File: config.mk
export PLATFORM = sky130hd
export DESIGN_NAME = hazard_scoreboard_flat
export DESIGN_NICKNAME = d
export VERILOG_FILES = /design/src/rtl/hazard_scoreboard_if.sv /design/src/rtl/hazard_scoreboard.sv /design/src/flat_wrapper.sv
export SDC_FILE = /design/constraint.sdc
export NUM_CORES = 1
export LEC_CHECK = 0
export BUFFER_PORTS_ARGS = -buffer_cell sky130_fd_sc_hd__buf_2
export CORE_MARGIN = 2
export CORE_UTILIZATION = 53
export CTS_BUF_LIST = sky130_fd_sc_hd__clkbuf_4
export DETAILED_ROUTE_END_ITERATION = 10
export GPL_TIMING_DRIVEN = 0
export MAX_ROUTING_LAYER = met4
export PLACE_DENSITY_LB_ADDON = 0.12
export SETUP_SLACK_MARGIN = 0.3
export SYNTH_ARGS = -nofsm -noshare
export SYNTH_HDL_FRONTEND = slang
export SYNTH_SLANG_ARGS = --single-unit
File: constraint.sdc
create_clock -name clock -period 2.7 [get_ports clock]
set_clock_uncertainty 0.1 [all_clocks]
set_input_delay 0.27 -clock clock [delete_from_list [all_inputs] [get_ports clock]]
set_output_delay 0.27 -clock clock [all_outputs]
set_load 0.05 [all_outputs]
File: src/rtl/hazard_scoreboard_if.sv
// hazard_scoreboard_if: decode-stage <-> hazard scoreboard signal bundle
// master: decode side (drives ID fields and flush, sees stall/issue/halted and stats)
// slave : scoreboard side
// Stats signals and CNT_WIDTH exist only with HAZARD_SCOREBOARD_STATS_EN defined.
interface hazard_scoreboard_if #(
  parameter int REG_WIDTH = 5
`ifdef HAZARD_SCOREBOARD_STATS_EN
  , parameter int CNT_WIDTH = 32
`endif
);
  logic                 id_valid;
  logic [REG_WIDTH-1:0] id_rs1;
  logic                 id_rs1_used;
  logic [REG_WIDTH-1:0] id_rs2;
  logic                 id_rs2_used;
  logic [REG_WIDTH-1:0] id_rd;
  logic                 id_rd_wr;
  logic                 id_halt;
  logic                 flush;
  logic                 stall;
  logic                 issue;
  logic                 halted;
`ifdef HAZARD_SCOREBOARD_STATS_EN
  logic [CNT_WIDTH-1:0] stall_cycles;
  logic [CNT_WIDTH-1:0] hazard_events;
  logic [CNT_WIDTH-1:0] issued_instrs;
  modport master (
    output id_valid, id_rs1, id_rs1_used, id_rs2, id_rs2_used, id_rd, id_rd_wr, id_halt, flush,
    input  stall, issue, halted, stall_cycles, hazard_events, issued_instrs
  );
  modport slave (
    input  id_valid, id_rs1, id_rs1_used, id_rs2, id_rs2_used, id_rd, id_rd_wr, id_halt, flush,
    output stall, issue, halted, stall_cycles, hazard_events, issued_instrs
  );
`else
  modport master (
    output id_valid, id_rs1, id_rs1_used, id_rs2, id_rs2_used, id_rd, id_rd_wr, id_halt, flush,
    input  stall, issue, halted
  );
  modport slave (
    input  id_valid, id_rs1, id_rs1_used, id_rs2, id_rs2_used, id_rd, id_rd_wr, id_halt, flush,
    output stall, issue, halted
  );
`endif
endinterface

File: src/rtl/hazard_scoreboard.sv
// hazard_scoreboard: in-flight destination tracking, ID issue/stall and halt drain
// clock : pipeline clock
// rst   : asynchronous active-low reset
// sb    : hazard_scoreboard_if.slave (ID fields, flush in; stall/issue/halted, stats out)
// Macro HAZARD_SCOREBOARD_STATS_EN adds saturating stall/hazard/issue counters.
module hazard_scoreboard #(
  parameter int REG_WIDTH = 5
`ifdef HAZARD_SCOREBOARD_STATS_EN
  , parameter int CNT_WIDTH = 32
`endif
) (
  input logic               clock,
  input logic               rst,
  hazard_scoreboard_if.slave sb
);
  typedef enum logic [1:0] {RUN, DRAIN, HALTED} state_t;
  state_t                        r_state;
  logic                          r_halted;
  logic [2:0]                    r_vld;
  // WB never hazards (write-then-read register file), so only EX/MEM keep rd
  logic [1:0][REG_WIDTH-1:0]     r_rd;
  logic                          w_run, w_hit1, w_hit2, w_stall, w_issue;
  assign w_run   = r_state == RUN;
  assign w_hit1  = sb.id_rs1_used & ((r_vld[0] & (sb.id_rs1 == r_rd[0])) | (r_vld[1] & (sb.id_rs1 == r_rd[1])));
  assign w_hit2  = sb.id_rs2_used & ((r_vld[0] & (sb.id_rs2 == r_rd[0])) | (r_vld[1] & (sb.id_rs2 == r_rd[1])));
  assign w_stall = sb.id_valid & (w_hit1 | w_hit2) & ~sb.flush & w_run;
  assign w_issue = sb.id_valid & ~w_stall & ~sb.flush & w_run;
  assign sb.stall  = w_stall;
  assign sb.issue  = w_issue;
  assign sb.halted = r_halted;
  always_ff @(posedge clock or negedge rst)
    if (!rst) begin
      r_state  <= RUN;
      r_halted <= 1'b0;
      r_vld    <= '0;
      r_rd     <= '0;
    end else begin
      r_vld <= {r_vld[1:0], w_issue & sb.id_rd_wr};
      r_rd  <= {r_rd[0], sb.id_rd};
      if (w_issue && sb.id_halt) r_state <= DRAIN;
      if (r_state == DRAIN && r_vld == '0) begin
        r_state  <= HALTED;
        r_halted <= 1'b1;
      end
    end
`ifdef HAZARD_SCOREBOARD_STATS_EN
  logic                 r_prev_stall;
  logic [CNT_WIDTH-1:0] r_stall_cycles, r_hazard_events, r_issued;
  always_ff @(posedge clock or negedge rst)
    if (!rst) begin
      r_prev_stall    <= 1'b0;
      r_stall_cycles  <= '0;
      r_hazard_events <= '0;
      r_issued        <= '0;
    end else if (r_state != HALTED) begin
      r_prev_stall    <= w_stall;
      r_stall_cycles  <= r_stall_cycles + CNT_WIDTH'(w_stall && r_stall_cycles != '1);
      r_hazard_events <= r_hazard_events + CNT_WIDTH'(w_stall && !r_prev_stall && r_hazard_events != '1);
      r_issued        <= r_issued + CNT_WIDTH'(w_issue && r_issued != '1);
    end
  assign sb.stall_cycles  = r_stall_cycles;
  assign sb.hazard_events = r_hazard_events;
  assign sb.issued_instrs = r_issued;
`endif
endmodule

File: src/flat_wrapper.sv
// flat-port wrapper written by rule: the top's interface ports become plain ports
module hazard_scoreboard_flat 
#(
  parameter int REG_WIDTH = 5

)
  (clock, rst, sb_id_valid, sb_id_rs1, sb_id_rs1_used, sb_id_rs2, sb_id_rs2_used, sb_id_rd, sb_id_rd_wr, sb_id_halt, sb_flush, sb_stall, sb_issue, sb_halted);
  hazard_scoreboard_if #(.REG_WIDTH(REG_WIDTH)) sb_i ();
  input logic clock;
  input logic rst;
  input wire logic [$bits(sb_i.id_valid)-1:0] sb_id_valid;
  input wire logic [$bits(sb_i.id_rs1)-1:0] sb_id_rs1;
  input wire logic [$bits(sb_i.id_rs1_used)-1:0] sb_id_rs1_used;
  input wire logic [$bits(sb_i.id_rs2)-1:0] sb_id_rs2;
  input wire logic [$bits(sb_i.id_rs2_used)-1:0] sb_id_rs2_used;
  input wire logic [$bits(sb_i.id_rd)-1:0] sb_id_rd;
  input wire logic [$bits(sb_i.id_rd_wr)-1:0] sb_id_rd_wr;
  input wire logic [$bits(sb_i.id_halt)-1:0] sb_id_halt;
  input wire logic [$bits(sb_i.flush)-1:0] sb_flush;
  output wire logic [$bits(sb_i.stall)-1:0] sb_stall;
  output wire logic [$bits(sb_i.issue)-1:0] sb_issue;
  output wire logic [$bits(sb_i.halted)-1:0] sb_halted;
  assign sb_i.id_valid = sb_id_valid;
  assign sb_i.id_rs1 = sb_id_rs1;
  assign sb_i.id_rs1_used = sb_id_rs1_used;
  assign sb_i.id_rs2 = sb_id_rs2;
  assign sb_i.id_rs2_used = sb_id_rs2_used;
  assign sb_i.id_rd = sb_id_rd;
  assign sb_i.id_rd_wr = sb_id_rd_wr;
  assign sb_i.id_halt = sb_id_halt;
  assign sb_i.flush = sb_flush;
  assign sb_stall = sb_i.stall;
  assign sb_issue = sb_i.issue;
  assign sb_halted = sb_i.halted;
  hazard_scoreboard #(.REG_WIDTH(REG_WIDTH)) u_core (.clock(clock), .rst(rst), .sb(sb_i));
endmodule
==> out/summary.txt <==
PwrDens - 486 mW/mm^2
Clk slew on worst S/H paths - 90 ps
Iteration-0 DRC count of the detailed router - 4
Max cap viols - 0
CP Launch Type - flop
Clk root buf - clkbuf_4
Tot GR Track Use - 0.216
Die height - 40.9 um
#FFs+latches synth - 16
Yosys warns - 0
Layout Utilization - 0.743
Htree depth - 1
Hold Fails Final Rpt - 0
Register area share after synthesis - 0.554
Synth Cell Area - 723 sq um
Chip width - 40.9 um
Initial Util - 0.563
Status - finished clean
Setup_tns - 0 ps
Yosys cell types - 15
# port buffers - 25
Unrepaired setup endpoints after global routing - false
Top cells by area, synth - dfrtp_1, xnor2_1, nand4_1
Initial antenna violation count - 0
Multi-input gate area - 320 sq um
Clk_lat worst skew - 280 ps
Antenna viol nets, final - 0
Area occupied by registers - 400 sq um
CTS Buf Count - 3
Post-CTS Resized - 0
Synth Instances - 58
Fin crit share - 0.801
Core Area - 0.00128 sq mm
Yosys top cell by area - dfrtp_1
First-pass GRT wire length - 2150 um
CTS tree - yes
Drt pass-1 iters - 4
CTS sink cnt - 16
Slew headroom - 0.718
Main synth FF type - dfrtp_1
Post-Route WL - 1450 um
Row count - 13
Total grt overflow - 0
GPL Wtd Cong - 0.693
Worst Hold Class - in -> reg
Max Freq - 0.463 GHz
Via count - 560
DIE AREA - 0.00168 sq mm
DP Area - 872 sq um
Final Slew Violations - 0
Final critical-path required period - 2160 ps
Post-DR wirelength/cell - 13.6 um
CP Capture Type - output pin
Fraction of layout cells with a size suffix above 1 - 0.337
Critical-path maximum fanout - 4
Leak pwr - 0.424 nW
Avg Vias per Cell - 5.23
Largest net degree at the start of global routing - 17
Worst endpoint data arrival time - 1790 ps
Count of flip-flops with a built-in enable after synthesis - 0
Syn Nets - 81
# fillers - 99
Area delta synth->final - 32.0%
FFs w/ async S/R, synth - 1.00
Final setup fails - 0
Kind of critical path - reg -> out
Maximum vdd ir drop - 0.322 mV
CTS Buffer Depth - 2
Nets - 117
Synth top cells by count - xnor2_1, dfrtp_1, nand3_1, nand4_1
Vias in the first global route - 541
Worst EP required - 2330 ps
Top-area cell type share of the netlist area - 0.554
Most common cell in the synthesized netlist - xnor2_1
Slew @ Worst Pin - 423 ps
Syn avg cell area - 12.5 sq um
Fin area - 955 sq um
Diodes inserted - 0
Ports - 26
DRC viols - 0
## sequential cells by signal, summed over array words and instances, names as in the netlist
register,flops
u_core.r_rd,10
u_core.r_state,2
u_core.r_vld,3
u_core.sb.halted,1
## per-stage QoR
step | std cells | hold slack [ps] | setup WS, ps | total power, mW
2_1_floorplan | 58 | -126 | 710 | 0.307
3_3_place_gp | 98 | 95.7 | 854 | 0.338
3_5_place_dp | 98 | 96.3 | 834 | 0.341
4_1_cts | 107 | 90.0 | 522 | 0.468
5_1_grt | 107 | 87.0 | 415 | 0.485
6_report | 107 | 92.5 | 538 | 0.464
## per-layer routing
metal	global-route usage	part of all wire
met5	-	0
met2	0.391	0.53
met3	0.0489	0.043
met1	0.217	0.42
met4	0.100	0.0076
## cell families (layout without fill, tap and decap cells)
group,after synthesis,count (layout),share of synthesized area
compound gates,6,6,0.0761
buf+inv,2,36,0.0104
simple gates,14,14,0.118
flops,16,16,0.554
xor+xnor,20,20,0.242
## where the power goes
part,switching [mW],total (mW),internal (mW),leakage (nW)
combinational,0.0342,0.0780,0.0438,0.220
sequential,0.0120,0.264,0.252,0.190
clock,0.0701,0.122,0.0517,0.0138
## timing repair
| action | in CTS | in global routing |
|---|---|---|
| setup buffers | 0 | 0 |
| endpoints found under the hold margin | 21 | 0 |
| hold buffers | 6 | 0 |
## final cells by class
type                            instances  share of cell area
Clock buffer                            3              0.0236
Tap cell                               15              0.0197
Sequential cell                        16               0.419
Inverter                                2             0.00786
Multi-Input combinational cell         40               0.336
Timing Repair Buffer                   31               0.194
## critical path, cell delays in order, from the launching register on
cell and delay (ps):
dfrtp_1 410, xnor2_1 170, nand4_1 120, o22ai_1 380
o21ba_1 190, buf_2 250
## placed cells by master, fill, tap and decap left out
cell,count
buf_2,25
xnor2_1,20
dfrtp_1,16
dlygate4sd3_1,6
nand4_1,4
nand3_1,4
clkbuf_4,3
o22ai_1,2
inv_1,2
or4b_4,1
o21ba_1,1
nor3_2,1
nor4_1,1
o41ai_1,1
o41ai_2,1
nor3_1,1
nand2_1,1
nand2b_1,1
o21bai_1,1
## path summary, 6_finish.rpt
check / from / endpoint / slack, ps / cells past startpoint
max: u_core.r_rd[8] / sb_stall / 540 / 5
min: sb_id_rd_wr / u_core.r_vld[0] / 90 / 3
max reg2reg: u_core.r_state[0] / u_core.r_state[0] / 1190 / 2
min reg2reg: u_core.r_rd[3] / u_core.r_rd[8] / 360 / 0
max in group asynchronous: rst / u_core.r_rd[6] / 1940 / 2
min in group asynchronous: rst / u_core.r_rd[2] / 310 / 2
Power figures use the tool's default switching activity.
